<file path="src/rtl/ctrl_pipeline_pkg.sv">
// Shared opcodes, control encodings and stage-control structs for the
// in-order pipeline control block.
package ctrl_pipeline_pkg;

    localparam logic [7:0] OP_NOP  = 8'h00;
    localparam logic [7:0] OP_ADD  = 8'h01;
    localparam logic [7:0] OP_SUB  = 8'h02;
    localparam logic [7:0] OP_ADDI = 8'h10;
    localparam logic [7:0] OP_LW   = 8'h20;
    localparam logic [7:0] OP_SW   = 8'h21;
    localparam logic [7:0] OP_BEQ  = 8'h30;

    localparam logic [3:0] ALU_NONE = 4'd0;
    localparam logic [3:0] ALU_ADD  = 4'd1;
    localparam logic [3:0] ALU_SUB  = 4'd2;
    localparam logic [3:0] ALU_CMP  = 4'd3;

    localparam logic [1:0] SRC_REG = 2'b00;
    localparam logic [1:0] SRC_IMM = 2'b01;

    localparam logic [1:0] M2R_ALU = 2'b00;
    localparam logic [1:0] M2R_MEM = 2'b01;

    localparam logic [1:0] FWD_REG = 2'b00;
    localparam logic [1:0] FWD_MEM = 2'b01;
    localparam logic [1:0] FWD_WB  = 2'b10;

    typedef struct packed {
        logic [3:0] alu_op;
        logic [1:0] alu_src;
        logic       rb_select;
        logic       mem_read;
        logic       mem_write;
        logic [1:0] mem_to_reg;
        logic       reg_write;
    } ctrl_t;

    // Later stages only carry the fields they still consume.
    typedef struct packed {
        logic       mem_read;
        logic       mem_write;
        logic [1:0] mem_to_reg;
        logic       reg_write;
    } mem_ctrl_t;

    typedef struct packed {
        logic [1:0] mem_to_reg;
        logic       reg_write;
    } wb_ctrl_t;

    function automatic logic is_branch(input ctrl_t c);
        return c.alu_op == ALU_CMP;
    endfunction

    function automatic mem_ctrl_t to_mem(input ctrl_t c);
        return '{mem_read: c.mem_read, mem_write: c.mem_write,
                 mem_to_reg: c.mem_to_reg, reg_write: c.reg_write};
    endfunction

    function automatic wb_ctrl_t to_wb(input mem_ctrl_t c);
        return '{mem_to_reg: c.mem_to_reg, reg_write: c.reg_write};
    endfunction

endpackage

</file>
<file path="src/rtl/ctrl_decode.sv">
// Combinational opcode decoder; unknown opcodes decode to an all-zero NOP.
module ctrl_decode
    import ctrl_pipeline_pkg::*;
#(
    parameter int OP_W = 8
) (
    input  logic [OP_W-1:0] op,
    output ctrl_t           ctrl
);

    always_comb begin
        ctrl = '0;
        case (op)
            OP_W'(OP_ADD): begin
                ctrl.alu_op    = ALU_ADD;
                ctrl.rb_select = 1'b1;
                ctrl.reg_write = 1'b1;
            end
            OP_W'(OP_SUB): begin
                ctrl.alu_op    = ALU_SUB;
                ctrl.rb_select = 1'b1;
                ctrl.reg_write = 1'b1;
            end
            OP_W'(OP_ADDI): begin
                ctrl.alu_op    = ALU_ADD;
                ctrl.alu_src   = SRC_IMM;
                ctrl.reg_write = 1'b1;
            end
            OP_W'(OP_LW): begin
                ctrl.alu_op     = ALU_ADD;
                ctrl.alu_src    = SRC_IMM;
                ctrl.mem_read   = 1'b1;
                ctrl.mem_to_reg = M2R_MEM;
                ctrl.reg_write  = 1'b1;
            end
            OP_W'(OP_SW): begin
                ctrl.alu_op    = ALU_ADD;
                ctrl.alu_src   = SRC_IMM;
                ctrl.rb_select = 1'b1;
                ctrl.mem_write = 1'b1;
            end
            OP_W'(OP_BEQ): begin
                ctrl.alu_op    = ALU_CMP;
                ctrl.rb_select = 1'b1;
            end
            default: ctrl = '0;
        endcase
    end

endmodule

</file>
<file path="src/rtl/ctrl_pipeline.sv">
// Pipeline control: ID decode, EX/MEM/WB control registers, hazard
// stalls, branch flush, multi-cycle memory freeze and operand forwarding.
module ctrl_pipeline
    import ctrl_pipeline_pkg::*;
#(
    parameter int OP_W    = 8,
    parameter int REG_AW  = 5,
    parameter int MEM_LAT = 1
) (
    input  logic              clock,
    input  logic              reset,
    input  logic              id_valid,
    input  logic [OP_W-1:0]   id_op,
    input  logic [REG_AW-1:0] id_ra,
    input  logic [REG_AW-1:0] id_rb,
    input  logic [REG_AW-1:0] id_rd,
    input  logic              branch_taken,
    output logic              stall_if,
    output logic              flush_id,
    output logic              ex_valid,
    output logic [3:0]        ex_alu_op,
    output logic [1:0]        ex_alu_src,
    output logic              ex_rb_select,
    output logic              mem_valid,
    output logic              mem_read,
    output logic              mem_write,
    output logic              wb_valid,
    output logic [1:0]        wb_mem_to_reg,
    output logic              wb_reg_write,
    output logic [REG_AW-1:0] wb_rd,
    output logic [1:0]        fwd_a,
    output logic [1:0]        fwd_b
);

    localparam logic [1:0] CNT_LAST = 2'(MEM_LAT - 1);

    ctrl_t             id_ctrl;
    logic              vld_p0, vld_p1, vld_p2;
    ctrl_t             ctrl_p0;
    mem_ctrl_t         mctl_p1;
    wb_ctrl_t          wctl_p2;
    logic [REG_AW-1:0] ra_p0, rb_p0, rd_p0, rd_p1, rd_p2;
    logic [1:0]        lat_cnt;
    logic              freeze, flush, load_use, bubble;
    logic              mem_wr_ok, wb_wr_ok;

    ctrl_decode #(.OP_W(OP_W)) u_decode (
        .op   (id_op),
        .ctrl (id_ctrl)
    );

    // Hazard resolution, highest priority first.
    always_comb begin
        freeze   = vld_p1 && (mctl_p1.mem_read || mctl_p1.mem_write) && (lat_cnt < CNT_LAST);
        flush    = !freeze && vld_p0 && is_branch(ctrl_p0) && branch_taken;
        load_use = !freeze && !flush && id_valid && vld_p0 && ctrl_p0.mem_read &&
                   (rd_p0 != '0) &&
                   ((rd_p0 == id_ra) || (id_ctrl.rb_select && (rd_p0 == id_rb)));
        bubble   = flush || load_use;
    end

    // ID -> EX (p0) -> MEM (p1) -> WB (p2)
    always_ff @(posedge clock) begin
        if (reset) begin
            vld_p0  <= 1'b0;
            vld_p1  <= 1'b0;
            vld_p2  <= 1'b0;
            ctrl_p0 <= '0;
            mctl_p1 <= '0;
            wctl_p2 <= '0;
            ra_p0   <= '0;
            rb_p0   <= '0;
            rd_p0   <= '0;
            rd_p1   <= '0;
            rd_p2   <= '0;
            lat_cnt <= '0;
        end else if (freeze) begin
            vld_p2  <= 1'b0;
            wctl_p2 <= '0;
            lat_cnt <= lat_cnt + 2'd1;
        end else begin
            lat_cnt <= '0;
            vld_p0  <= id_valid && !bubble;
            ctrl_p0 <= (id_valid && !bubble) ? id_ctrl : '0;
            ra_p0   <= id_ra;
            rb_p0   <= id_rb;
            rd_p0   <= id_rd;
            vld_p1  <= vld_p0;
            mctl_p1 <= to_mem(ctrl_p0);
            rd_p1   <= rd_p0;
            vld_p2  <= vld_p1;
            wctl_p2 <= to_wb(mctl_p1);
            rd_p2   <= rd_p1;
        end
    end

    assign stall_if = freeze || load_use;
    assign flush_id = flush;

    assign ex_valid      = vld_p0;
    assign ex_alu_op     = vld_p0 ? ctrl_p0.alu_op    : '0;
    assign ex_alu_src    = vld_p0 ? ctrl_p0.alu_src   : '0;
    assign ex_rb_select  = vld_p0 && ctrl_p0.rb_select;
    assign mem_valid     = vld_p1;
    assign mem_read      = vld_p1 && mctl_p1.mem_read;
    assign mem_write     = vld_p1 && mctl_p1.mem_write;
    assign wb_valid      = vld_p2;
    assign wb_mem_to_reg = vld_p2 ? wctl_p2.mem_to_reg : '0;
    assign wb_reg_write  = vld_p2 && wctl_p2.reg_write;
    assign wb_rd         = vld_p2 ? rd_p2 : '0;

    // Loads in MEM have no data yet, so they never forward from MEM.
    assign mem_wr_ok = vld_p1 && mctl_p1.reg_write && !mctl_p1.mem_read && (rd_p1 != '0);
    assign wb_wr_ok  = vld_p2 && wctl_p2.reg_write && (rd_p2 != '0);

    always_comb begin
        fwd_a = FWD_REG;
        fwd_b = FWD_REG;
        if (vld_p0) begin
            if (mem_wr_ok && (rd_p1 == ra_p0))     fwd_a = FWD_MEM;
            else if (wb_wr_ok && (rd_p2 == ra_p0)) fwd_a = FWD_WB;
            if (mem_wr_ok && (rd_p1 == rb_p0))     fwd_b = FWD_MEM;
            else if (wb_wr_ok && (rd_p2 == rb_p0)) fwd_b = FWD_WB;
        end
    end

endmodule

</file>
<file path="config.mk">
export PLATFORM = sky130hd
export DESIGN_NAME = ctrl_pipeline
export DESIGN_NICKNAME = d
export VERILOG_FILES = /design/src/rtl/ctrl_pipeline_pkg.sv /design/src/rtl/ctrl_decode.sv /design/src/rtl/ctrl_pipeline.sv
export SDC_FILE = /design/constraint.sdc
export NUM_CORES = 1
export LEC_CHECK = 0
export CAP_MARGIN = 20
export CELL_PAD_IN_SITES_DETAIL_PLACEMENT = 1
export CELL_PAD_IN_SITES_GLOBAL_PLACEMENT = 1
export CORE_AREA = 2 2 92 50
export CTS_CLUSTER_DIAMETER = 150
export DETAILED_ROUTE_END_ITERATION = 16
export DIE_AREA = 0 0 94 52
export DONT_BUFFER_PORTS = 1
export PLACE_DENSITY_LB_ADDON = 0.1
export SYNTH_ARGS = -nofsm -noshare
export SYNTH_HDL_FRONTEND = slang
export SYNTH_SLANG_ARGS = --single-unit
</file>
<file path="constraint.sdc">
create_clock -name clock -period 1.96 [get_ports clock]
set_input_delay 0.294 -clock clock [delete_from_list [all_inputs] [get_ports clock]]
set_output_delay 0.294 -clock clock [all_outputs]
set_load 0.005 [all_outputs]
</file>
### Word level (Yosys, flattened, before mapping)

Index checks and enable logic that the tools add are counted.

| cells by class | value |
|---|---|
| add/sub/neg operators | 1 |
| magnitude comparators | 1 |
| equality and inequality tests | 13 |
| multiplexer cells | 18 |
| bitwise gates (word level) | 1 |
| reductions and logical operators | 42 |

Operators by type and width:

| kind | number |
|---|---|
| $eq 5x5->1 | 6 |
| $logic_and 1x1->1 | 25 |
| $eq 8x6->1 const B | 3 |
| $mux 2 | 8 |
| $reduce_bool 5->1 | 3 |
| $mux 12 | 1 |
| $reduce_or 4->1 | 3 |
| $eq 8x1->1 const B | 1 |
| $eq 8x2->1 const B | 1 |
| $eq 8x5->1 const B | 1 |
| $mux 1 | 6 |
| $pmux 2 s3 | 1 |
| $mux 5 | 1 |
| $eq 4x2->1 const B | 1 |
| $logic_not 1->1 | 4 |
| $logic_or 1x1->1 | 4 |
| $mux 4 | 1 |
| $reduce_or 2->1 | 2 |
| $reduce_or 3->1 | 1 |
| $add 2x1->2 const B | 1 |
| $lt 2x1->1 const B | 1 |
| $not 1->1 | 1 |

| word-level totals | value |
|---|---|
| flip-flop bits (word level) | 50 |
| input bits | 27 |
| output and inout port bits | 26 |
| word-level logic and storage cells | 98 |

### Depth between registers and ports, before layout

| logic depth | value |
|---|---|
| depth after elaboration | 18 |
| mapped depth | 6 |
| mapped depth without buffers | 5 |

### Modules after synthesis

A second synthesis with hierarchy kept.

| unflattened totals | value |
|---|---|
| cells, all modules | 226 |
| area, all modules | 2179.6 um2 |

Modules (own cells, without submodules):

| module | times used | cells an instance | area each (um2) | seq. area each (um2) |
|---|---|---|---|---|
| ctrl_pipeline | 1 | 190 | 1960.6 | 960.9 |
| ctrl_decode | 1 | 36 | 219.0 | 0.0 |

### Worst setup path after synthesis

Ideal clock, no wire load.

| timing path | value |
|---|---|
| kind | register -> output |
| start point | register vld_p0, in the netlist ex_valid |
| end point | output stall_if |
| arrival time | 1.446 ns |
| required time | 1.666 ns |
| path slack | 0.220 ns |
| cell stages (with the launch flop) | 6 |
| path buffers | 0 |
| cells stage by stage | dfxtp_1 nand3_1 a31oi_1 o21ai_2 nor4b_2 or2_2 |

| between the ends | value |
|---|---|
| longest elaborated chain between the ends | 11 |

Ends and longest elaborated chain:

| what | line | source |
|---|---|---|
| from (decl) | ctrl_pipeline.sv:38 | `logic vld_p0, vld_p1, vld_p2;` |
| from (signal assigned) | ctrl_pipeline.sv:83 | `vld_p0 <= id_valid && !bubble;` |
| $logic_and 1x1->1 (3 in series) | ctrl_pipeline.sv:55 | `flush = !freeze && vld_p0 && is_branch(ctrl_p0) && branch_taken;` |
| $logic_not 1->1 | ctrl_pipeline.sv:56 | `load_use = !freeze && !flush && id_valid && vld_p0 && ctrl_p0.mem_read &&` |
| $logic_and 1x1->1 (2 in series) | ctrl_pipeline.sv:56 |  |
| $logic_and 1x1->1 (*) (3 in series) | ctrl_pipeline.sv:56 |  |
| $logic_and 1x1->1 (*) | ctrl_pipeline.sv:57 | `(rd_p0 != '0) &&` |
| $logic_or 1x1->1 (*) | ctrl_pipeline.sv:97 | `assign stall_if = freeze \|\| load_use;` |
| to (decl) | ctrl_pipeline.sv:18 | `output logic stall_if,` |

Mark *: on every way between the ends. The rest lies on a longest branch, timed or not.

### Worst setup path in the final report

| timing path | value |
|---|---|
| start point | register rd_p2[0] |
| end point | output fwd_b[1] |

| between the ends | value |
|---|---|
| longest elaborated chain between the ends | 6 |
| elaborated cells on any way between the ends | 7 |
| classes of those cells | 1 x eq/ne; 3 x mux; 3 x reduce/logical |

Ends and longest elaborated chain:

| what | line | source |
|---|---|---|
| from (decl) | ctrl_pipeline.sv:42 | `logic [REG_AW-1:0] ra_p0, rb_p0, rd_p0, rd_p1, rd_p2;` |
| from (signal assigned) | ctrl_pipeline.sv:93 | `rd_p2 <= rd_p1;` |
| $reduce_bool 5->1 | ctrl_pipeline.sv:114 | `assign wb_wr_ok = vld_p2 && wctl_p2.reg_write && (rd_p2 != '0);` |
| $logic_and 1x1->1 | ctrl_pipeline.sv:114 |  |
| $logic_and 1x1->1 (*) | ctrl_pipeline.sv:123 | `else if (wb_wr_ok && (rd_p2 == rb_p0)) fwd_b = FWD_WB;` |
| $mux 2 (*) | ctrl_pipeline.sv:123 |  |
| $mux 2 (*) | ctrl_pipeline.sv:122 | `if (mem_wr_ok && (rd_p1 == rb_p0)) fwd_b = FWD_MEM;` |
| $mux 2 (*) | ctrl_pipeline.sv:119 | `if (vld_p0) begin` |
| to (decl) | ctrl_pipeline.sv:32 | `output logic [1:0] fwd_b` |

Marked as above.

==> results.cfg <==
[setup_path]
critPathArrivalTime_ps = 1830
cp.required_ps = 1670
start_kind = flip-flop
crit_path_start = rd_p2[0]
rr_startpoint = ex_valid
crit_type = reg -> out
r2r_end = ctrl_p0[6]
cp_max_fo = 2
end_kind = output pin
reg2reg_slack_ps = 90
crit_path_end = fwd_b[1]
rr_worst_depth = 6

[synth]
yosys-top-cells-area = dfxtp_1, nor2b_1, xor2_1
netlist_instances = 187
synth_edf_count = 0
ys_ff_latch = 40
synth_top_flop_cell = dfxtp_1
yosysWarningCount = 0
syn_area_per_cell_um2 = 9.55
synth.distinct_cells = 31
syn_area_um2 = 1790
synthArstFlopShare_pct = 0
synth.top_cell.area_share_pct = 44.8
yosys.area.top_type = dfxtp_1
ys_seq_area_share_pct = 44.8

[placement]
globalplace.congestion = 0.803
dpl_worst_slack_ps = 0.0907
port_buffers = 0
dpl_cell_area_um2 = 1920
dpl.cell_count = 252
hpwl_um = 3570

[routing]
detail_route.wl_per_cell_um = 18.2
drt-pass1-iter-count = 4
drc = 0
ant_nets = 0
vias = 1359
first_iter_violations = 28
wirelength_um = 4890
drt-vias-per-instance = 5.05

[clock_network]
ctsRootBufferMaster = clkbuf_8
clkSlewWorstSetupHoldPaths_ps = 80
clock_path_buffers = 2
cts_tree = yes
cts_hold_buf = 0
clk_latency_ps = 290
cts.sinks = 40
cts_made_buffers = 5
h-tree-depth = 2

[floorplanning]
pin_count = 53
initial_core_util_pct = 43.1
core_area_um2 = 4150
die-area_um2 = 4890
die_h_um = 52
num_rows = 17
die_w_um = 94

[layout]
nNetsFinal = 238
final_cells = 269
area_growth_pct = 26.8
utilization_pct = 54.6
final_common_cell = nor2b_1
antennaDiodeCount = 0
n_fill_cell = 479
drive_gt1_share_pct = 28.8
final_cell_area_um2 = 2260
final_cell_mix = nor2b_1, dfxtp_1, buf_4

[min_path]
hp-class = in -> reg

[sta]
slew_violations = 0
hold_ws_ps = 66.0
layout_setup_ws_ps = -161
skew_ps = 4.09
period_needed_ps = 2120
rsz0062_at_grt = yes
finalHoldViolCount = 0
fmaxAchievable_ghz = 0.471
setup_viol = 4
period_share_pct = 108

[power]
peakVddDrop_v = 0.000293
leakagePower_uw = 0.000898
p_per_area_nw_per_um2 = 742

[grt]
grt_max_degree = 34
antenna_found_initial = 0
grt_pass1_wl_um = 7500
grt-ovfl-total = 0
grt_pass1_vias = 1436
grtUsageTotal_pct = 20.8

[run_status]
violations = setup timing
status = complete, but fails checks

[flow_run]
max-cap-violations = 0
-- metrics by stage --
stage	TNS, ps	total power (µW)
after detailed placement	0	1010
after CTS	-247	1680
final	-264	1680
after global routing	-566	1750
after floorplan	0	987
after global placement	0	1000
-- final cells by class --
| cell class | count | area [µm²] | share of cell area (%) |
|---|---|---|---|
| Multi-Input combinational cell | 140 | 1080 | 47.6 |
| Sequential cell | 40 | 813 | 35.9 |
| Timing Repair Buffer | 24 | 195 | 8.62 |
| Clock buffer | 6 | 72.6 | 3.20 |
| Tap cell | 57 | 71.3 | 3.15 |
| Clock inverter | 2 | 35.0 | 1.55 |
-- worst min-delay path by stage --
stage               start          to  slack (ps)  cells after the start
floorplan           reset  mctl_p1[0]         370                      1
global placement    reset  wctl_p2[1]         370                      1
detailed placement  reset  wctl_p2[0]         370                      1
CTS                 reset    rd_p2[0]          60                      1
global route        reset    wb_valid          40                      1
finish              reset    rd_p2[0]          70                      1
-- sequential cells by signal (all words and copies together) (netlist names) --
signal     count
ctrl_p0        7
ra_p0          5
rb_p0          5
rd_p0          5
rd_p1          5
rd_p2          5
mctl_p1        3
wctl_p2        2
ex_valid       1
mem_valid      1
wb_valid       1
-- per-layer routing --
| layer | up-vias | wire, µm | GRT usage, % |
|---|---|---|---|
| met5 | - | 0 | 0 |
| met4 | 0 | 0 | 4.35 |
| met3 | 0 | 322 | 7.39 |
| met2 | 47 | 2210 | 33.5 |
| met1 | 652 | 2360 | 27.3 |
| li1 | 660 | - | - |
-- logic make-up (layout without fill, tap and decap cells) --
family	Yosys count	count (layout)	synth area share, %
flip-flops	40	40	44.8
XOR/XNOR	31	31	15.2
AO/OA/AOI/OAI	12	12	4.13
other	1	4	0.210
multiplexers	1	1	0.560
AND/OR/NAND/NOR	92	92	31.7
buffers and inverters	10	32	3.43
-- critical path, cell delays in order (launching register included) --
cell and delay [ps]:
dfxtp_2 330, buf_6 110, xor2_2 130, or4_4 550, nor4_4 280, buf_4 150
-- cells in the mapped netlist (all sizes together), types with 4 or more instances --
cell    count
dfxtp      40
nor2b      33
xor2       19
and2       15
xnor2      12
nor3        8
nand3       7
nor4        7
buf         6
nor2        6
o21ai       5
clkbuf      4
nand2       4
or4         4
-- report_power, final --
part	switching [µW]	total, µW	internal [µW]	leakage, µW
registers	30.0	869	839	0.000331
clock network	282	660	378	0.0000552
logic	70.7	151	80.3	0.000511
-- repair_timing --
action                                  CTS  global route
endpoints found under the setup margin    5             7
gates resized for setup                  22            17
pin swaps                                 7             8
buffers inserted                          5             4
No activity file was read; power rests on OpenSTA's default activity.
